===== config.mk =====
export PLATFORM = sky130hd
export DESIGN_NAME = vga_sync_gen
export DESIGN_NICKNAME = d
export VERILOG_FILES = /design/src/rtl/vga_sync_gen.sv
export SDC_FILE = /design/constraint.sdc
export NUM_CORES = 1
export LEC_CHECK = 0
export ABC_AREA = 1
export CAP_MARGIN = 10
export CORE_MARGIN = 3
export CORE_UTILIZATION = 53
export CTS_CLUSTER_SIZE = 14
export DETAILED_ROUTE_END_ITERATION = 8
export PLACE_DENSITY = 0.89
export SETUP_SLACK_MARGIN = 0.15
export SLEW_MARGIN = 20
export SYNTH_ARGS = -nofsm -noshare
export SYNTH_HDL_FRONTEND = slang
export SYNTH_SLANG_ARGS = --single-unit

===== constraint.sdc =====
create_clock -name sys_clk -period 1.75 [get_ports sys_clk]
set_input_delay 0.2625 -clock sys_clk [delete_from_list [all_inputs] [get_ports sys_clk]]
set_output_delay 0.2625 -clock sys_clk [all_outputs]
set_load 0.005 [all_outputs]

===== src/rtl/vga_sync_gen.sv =====
// VGA raster timing generator: divides sys_clk to the pixel rate and produces
// the pixel coordinate, video_on, sync pulses and pixel/line/frame strobes.
module vga_sync_gen #(
    parameter int CLK_DIV      = 4,
    parameter int H_DISPLAY    = 640,
    parameter int H_FRONT      = 16,
    parameter int H_SYNC       = 96,
    parameter int H_BACK       = 48,
    parameter int V_DISPLAY    = 480,
    parameter int V_FRONT      = 10,
    parameter int V_SYNC       = 2,
    parameter int V_BACK       = 33,
    parameter bit SYNC_ACTIVE  = 1'b0,
    parameter int SCREEN_WIDTH = 10
) (
    input  logic                    sys_clk,
    input  logic                    sys_rst,
    output logic [SCREEN_WIDTH-1:0] x,
    output logic [SCREEN_WIDTH-1:0] y,
    output logic                    video_on,
    output logic                    hsync,
    output logic                    vsync,
    output logic                    p_tick,
    output logic                    line_start,
    output logic                    frame_start
);

    localparam int H_TOTAL = H_DISPLAY + H_FRONT + H_SYNC + H_BACK;
    localparam int V_TOTAL = V_DISPLAY + V_FRONT + V_SYNC + V_BACK;
    localparam int DIV_W   = (CLK_DIV > 1) ? $clog2(CLK_DIV) : 1;

    localparam logic [DIV_W-1:0]        DIV_LAST = DIV_W'(CLK_DIV - 1);
    localparam logic [SCREEN_WIDTH-1:0] H_LAST   = SCREEN_WIDTH'(H_TOTAL - 1);
    localparam logic [SCREEN_WIDTH-1:0] V_LAST   = SCREEN_WIDTH'(V_TOTAL - 1);
    localparam logic [SCREEN_WIDTH-1:0] H_VIS    = SCREEN_WIDTH'(H_DISPLAY);
    localparam logic [SCREEN_WIDTH-1:0] V_VIS    = SCREEN_WIDTH'(V_DISPLAY);
    localparam logic [SCREEN_WIDTH-1:0] HS_LO    = SCREEN_WIDTH'(H_DISPLAY + H_FRONT);
    localparam logic [SCREEN_WIDTH-1:0] HS_HI    = SCREEN_WIDTH'(H_DISPLAY + H_FRONT + H_SYNC);
    localparam logic [SCREEN_WIDTH-1:0] VS_LO    = SCREEN_WIDTH'(V_DISPLAY + V_FRONT);
    localparam logic [SCREEN_WIDTH-1:0] VS_HI    = SCREEN_WIDTH'(V_DISPLAY + V_FRONT + V_SYNC);

    logic [DIV_W-1:0]        div_cnt;
    logic [DIV_W-1:0]        div_nxt;
    logic [SCREEN_WIDTH-1:0] x_nxt;
    logic [SCREEN_WIDTH-1:0] y_nxt;
    logic                    adv;

    function automatic logic in_window(input logic [SCREEN_WIDTH-1:0] v,
                                       input logic [SCREEN_WIDTH-1:0] lo,
                                       input logic [SCREEN_WIDTH-1:0] hi);
        return (v >= lo) && (v < hi);
    endfunction

    function automatic logic sync_level(input logic active);
        return active ? SYNC_ACTIVE : ~SYNC_ACTIVE;
    endfunction

    assign adv = (div_cnt == DIV_LAST);

    always_comb begin
        div_nxt = div_cnt + 1'b1;
        x_nxt   = x;
        y_nxt   = y;
        if (adv) begin
            div_nxt = '0;
            x_nxt   = (x == H_LAST) ? '0 : x + 1'b1;
            if (x == H_LAST) begin
                y_nxt = (y == V_LAST) ? '0 : y + 1'b1;
            end
        end
    end

    // Every output is decoded from the next counter values so it lines up with x/y.
    always_ff @(posedge sys_clk) begin
        if (sys_rst) begin
            div_cnt     <= '0;
            x           <= H_LAST;
            y           <= V_LAST;
            video_on    <= 1'b0;
            hsync       <= ~SYNC_ACTIVE;
            vsync       <= ~SYNC_ACTIVE;
            p_tick      <= 1'b0;
            line_start  <= 1'b0;
            frame_start <= 1'b0;
        end else begin
            div_cnt     <= div_nxt;
            x           <= x_nxt;
            y           <= y_nxt;
            video_on    <= (x_nxt < H_VIS) && (y_nxt < V_VIS);
            hsync       <= sync_level(in_window(x_nxt, HS_LO, HS_HI));
            vsync       <= sync_level(in_window(y_nxt, VS_LO, VS_HI));
            p_tick      <= adv;
            line_start  <= adv && (x_nxt == '0);
            frame_start <= adv && (x_nxt == '0) && (y_nxt == '0);
        end
    end

endmodule


* Yosys cells after proc, flatten, opt, wreduce, memory -nomap -nowiden
Cells that the tools add are included.
** Word-level totals
- Output and inout port bits :: 26
- Bits in registers :: 28
- Bits of input ports :: 2
** Operators by class
- Magnitude comparators :: 6
- Add/sub/neg operators :: 3
- Reductions and logical operators :: 8
- Multiplexer cells :: 7
- Eq/ne operators :: 3
** Operators with widths (number)
- $mux 10 :: 5
- $add 10x1->10 const B :: 2
- $eq 10x10->1 const B :: 2
- $logic_not 10->1 :: 2
- $lt 10x10->1 const B :: 2
- $lt 10x9->1 const B :: 2
- $ge 10x10->1 const B :: 1
- $ge 10x9->1 const B :: 1
- $logic_and 1x1->1 :: 5
- $add 2x1->2 const B :: 1
- $eq 2x2->1 const B :: 1
- $mux 1 :: 2
- $reduce_or 2->1 :: 1

* Depth between registers and ports, before layout
- Word-level depth :: 7
- Depth in mapped cells :: 13

* Least setup slack after synthesis
Ideal clock, no wire load.
- Path type :: reg-to-reg
- From :: register x[0]
- To :: register vsync
- Cell stages (with the launch flop) :: 12
- Path slack :: 105 ps
- Arrival :: 1523 ps
- Required time :: 1627 ps
- Setup time :: 123 ps
- Path through :: dfxtp_1 -> ha_1 -> nand2_2 -> nor2_2 -> nand4_1 -> buf_6 -> o21ai_4 -> nand2_2 -> nor2_2 -> nand2_1 -> nor2_1 -> nand3_1
** Between the ends
- Word-level cells in the longest chain between the ends :: 6
- Elaborated cells on any way between the ends :: 7
** Ends and longest elaborated chain
- start: declaration :: RTL line 18 : output logic [SCREEN_WIDTH-1:0] x,
- start signal: assignment :: RTL line 87 : x <= x_nxt;
- $eq 10x10->1 * :: RTL line 67 : if (x == H_LAST) begin
- $mux 10 * :: RTL line 67
- $mux 10 * :: RTL line 64 : if (adv) begin
- $ge 10x9->1 or $lt 10x9->1 (tied branches) :: RTL line 51 : return (v >= lo) && (v < hi);
- $logic_and 1x1->1 * :: RTL line 51
- $mux 1 * :: RTL line 55 : return active ? SYNC_ACTIVE : ~SYNC_ACTIVE;
- end signal: assignment :: RTL line 81 : vsync <= ~SYNC_ACTIVE;
- end signal: assignment :: RTL line 91 : vsync <= sync_level(in_window(y_nxt, VS_LO, VS_HI));
- end: declaration :: RTL line 22 : output logic vsync,
Every way passes the cells marked *; elsewhere a longest branch is shown, timed or not.
A chain may end at the register's enable or synchronous reset.

* Worst setup path after layout
- From :: register x[0]
- To :: register frame_start
** Between the ends
- Word-level cells in the longest chain between the ends :: 6
- Elaborated cells on any way between the ends :: 10
** Ends and longest elaborated chain
- $add 10x1->10 or $eq 10x10->1 (tied branches) :: RTL line 66, 67
- $mux 10 :: RTL line 66 : x_nxt = (x == H_LAST) ? '0 : x + 1'b1;
- $mux 10 :: RTL line 64
- $logic_not 10->1 :: RTL line 94 : frame_start <= adv && (x_nxt == '0) && (y_nxt == '0);
- $logic_and 1x1->1 :: RTL line 94
- $logic_and 1x1->1 * :: RTL line 94
- end signal: assignment :: RTL line 94
- end: declaration :: RTL line 25 : output logic frame_start
Marks and branches as above.

==> metrics.yaml <==
grt_setup_unrepaired: "yes"
cts.clk_slew.worst_paths_ps: 160
classification_of_the_worst_setup_path: "register to register"
grt_usage_pct: 24.4
final_core_utilization_pct: 81.7
r2r-end: "frame_start"
routed_length_per_instance_um: 13.9
cp_data_arrival_time_ps: 2060
ctsLongestPathBuffers: 2
viasPerCell: 5.22
timing.critical_path.required_ps: 2040
setup.reg_to_reg.worst_slack_ps: -20
initial_utilization_pct: 58.2
area.growth.synth_to_final_pct: 40.4
finalNonFillerCells: 351
final.setup_skew_ps: 1.90
min_period_ps: 1770
post-place-cells: 337
cts_tree: "yes"
die_area_um2: 3870
leakagePower_nw: 1.17
ys_ff_latch: 28
routed_wl_um: 4880
final.period_utilization_pct: 101
power_density_cells_nw_per_um2: 669
fp.dieH_um: 62.2
fin_ws_ps: -16.9
setup-violations-final: 1
post_synth_num_cell_types: 28
ys.warnings.count: 0
synth_nets: 263
dp.final_hpwl_um: 3330
nets: 316
synthCells: 257
max-slew-margin-rel_pct: 77.6
placement_rows: 19
finalWeightedCongestion: 0.891
drcViolationCount: 0
final-hold-violation-count: 0
syn_area_per_cell_um2: 6.51
post_route_cells_drive_above_1_share_pct: 32.7
layout_commonest_cell: "sky130_fd_sc_hd__nand2_1"
outcome: "complete, but fails checks"
place_ws_ps: -89.2
tritoncts.num_buffers: 3
setup.worst_path.start_class: "register"
drv_slew: 0
clock_insertion_delay_worst_skew_ps: 340
crit_fanout: 6
antenna_violations_before_repair: 0
cts-root-buf: "sky130_fd_sc_hd__clkbuf_4"
fin_total_pwr_w: 0.00157
grt_max_degree: 16
design.core.area_um2: 2880
grt_pass1_vias: 1675
count_of_flip_flops_with_a_built_in_enable_after_synthesis: 0
synth_ff_type: "sky130_fd_sc_hd__dfxtp_1"
min_path_type: "register to register"
die_width_um: 62.2
setup_crit_end_kind: "register"
achievable-frequency_mhz: 566
worstMarginPinSlew_ps: 335
grt_first_pass_wirelength_um: 7740
leading_cell_types_in_the_layout_fill_and_taps_excluded: "sky130_fd_sc_hd__nand2_1 (60), sky130_fd_sc_hd__nor2_1 (35), sky130_fd_sc_hd__inv_1 (31)"
worst_ir_drop_vdd_mv: 0.430
gr-total-overflow: 0
numClockSinks: 28
antenna_cells_inserted: 0
cts.htree.levels: 1
antenna_left: 0
drv.max_cap_violation_count: 0
num_vias: 1833
place.port_buffers: 27
startpoint_of_the_most_critical_setup_path: "x[0]"
startpoint_of_the_worst_register_to_register_path: "x[0]"
reg2regPathDepth: 13
drt_pre_antenna_iters: 4
pin_count: 28
iter_0_drt_violations: 142
fraction_of_registers_with_async_set_or_reset_after_synthesis_pct: 0
violated_checks: "negative setup slack"
syn-cell-area_um2: 1670
totalNegativeSetupSlack_ps: -16.9
register_area_share_after_synthesis_pct: 33.5
endpoint: "frame_start"
==> cell usage after synthesis (2+ instances only) <==
cell type | instances | area [um2]
sky130_fd_sc_hd__nand2_1 | 65 | 244
sky130_fd_sc_hd__nor2_1 | 41 | 154
sky130_fd_sc_hd__inv_1 | 32 | 120
sky130_fd_sc_hd__dfxtp_1 | 28 | 561
sky130_fd_sc_hd__nand3_1 | 24 | 120
sky130_fd_sc_hd__nor2_2 | 9 | 56.3
sky130_fd_sc_hd__nand4_1 | 6 | 37.5
sky130_fd_sc_hd__inv_2 | 5 | 18.8
sky130_fd_sc_hd__o21ai_0 | 5 | 25.0
sky130_fd_sc_hd__ha_1 | 4 | 50.1
sky130_fd_sc_hd__nand2_2 | 4 | 25.0
sky130_fd_sc_hd__nand3_2 | 4 | 40.0
sky130_fd_sc_hd__nor3_1 | 4 | 20.0
sky130_fd_sc_hd__o21ai_1 | 4 | 20.0
sky130_fd_sc_hd__a21oi_1 | 3 | 15.0
sky130_fd_sc_hd__xor2_1 | 3 | 26.3
sky130_fd_sc_hd__buf_6 | 2 | 22.5
sky130_fd_sc_hd__nand2_4 | 2 | 22.5
sky130_fd_sc_hd__nor2_4 | 2 | 22.5
sky130_fd_sc_hd__or2_2 | 2 | 12.5
==> logic make-up (layout without fill, tap and decap cells) <==
family | after synthesis | after routing | share of synthesized area [%]
XOR/XNOR | 3 | 3 | 1.57
AO/OA/AOI/OAI | 13 | 13 | 4.56
AND/OR/NAND/NOR | 167 | 167 | 46.9
adder cells (fa/ha/maj) | 4 | 4 | 2.99
flip-flops | 28 | 28 | 33.5
buffers and inverters | 42 | 94 | 10.5
==> power breakdown <==
| part | switching, W | total [W] | internal, W |
|---|---|---|---|
| clock network | 0.000208 | 0.000336 | 0.000128 |
| registers | 0.0000359 | 0.000709 | 0.000673 |
| logic | 0.000289 | 0.000528 | 0.000239 |
==> sequential cells by signal, summed over array words and instances (netlist names) <==
name         cells
y               10
vsync            1
x               10
frame_start      1
video_on         1
hsync            1
line_start       1
div_cnt          2
p_tick           1
==> metrics by stage <==
stage                     hold slack (ps)  area [um2]
after global routing                  465        2350
after global placement                410        2080
after CTS                             444        2240
after detailed placement              419        2080
after floorplan                       342        1680
final                                 454        2350
==> what timing repair did <==
item | in CTS | in global routing
pin swaps | 8 | 9
endpoints found under the setup margin | 16 | 22
hold buffers | 0 | 0
resized for setup | 27 | 28
setup buffers | 7 | 3
==> per-layer routing <==
metal / routed length, um / share of wire [%] / GRT usage (%)
met3: 303 / 6.2 / 3.42
met5: 0 / 0 / 0
met4: 71 / 1.5 / 8.01
met1: 2100 / 43 / 31.8
met2: 2400 / 49 / 41.3
==> how the worst min path moves through the flow <==
stage | from | to | slack [ps] | cells after the start
finish | div_cnt[0] | div_cnt[0] | 450 | 1
CTS | div_cnt[0] | div_cnt[0] | 440 | 1
global route | div_cnt[0] | div_cnt[0] | 470 | 1
floorplan | sys_rst | x[5] | 340 | 1
detailed placement | div_cnt[0] | div_cnt[0] | 420 | 1
global placement | div_cnt[0] | div_cnt[0] | 410 | 1
==> cell type report <==
type / count / area [um2]
well taps: 42 / 52.6
fillers: 190 / 526
inverters: 38 / 143
repair buffers: 52 / 468
clock buffers: 4 / 36.3
flip-flops and latches: 28 / 589
multi-input cells: 187 / 1060
==> worst max-delay path, stage by stage, from the launching register on <==
cell and delay (ps):
sky130_fd_sc_hd__dfxtp_2 380, sky130_fd_sc_hd__ha_4 160, sky130_fd_sc_hd__nand2_2 70, sky130_fd_sc_hd__nor2_4 120, sky130_fd_sc_hd__nand4_1 130, sky130_fd_sc_hd__buf_6 160
sky130_fd_sc_hd__buf_6 130, sky130_fd_sc_hd__nand2_4 50, sky130_fd_sc_hd__inv_2 30, sky130_fd_sc_hd__nor2_2 90, sky130_fd_sc_hd__nand2_1 60, sky130_fd_sc_hd__nor2_1 100
sky130_fd_sc_hd__nand4_1 110, sky130_fd_sc_hd__nor2_1 120
Note: power is estimated with default switching activity, not from simulation.
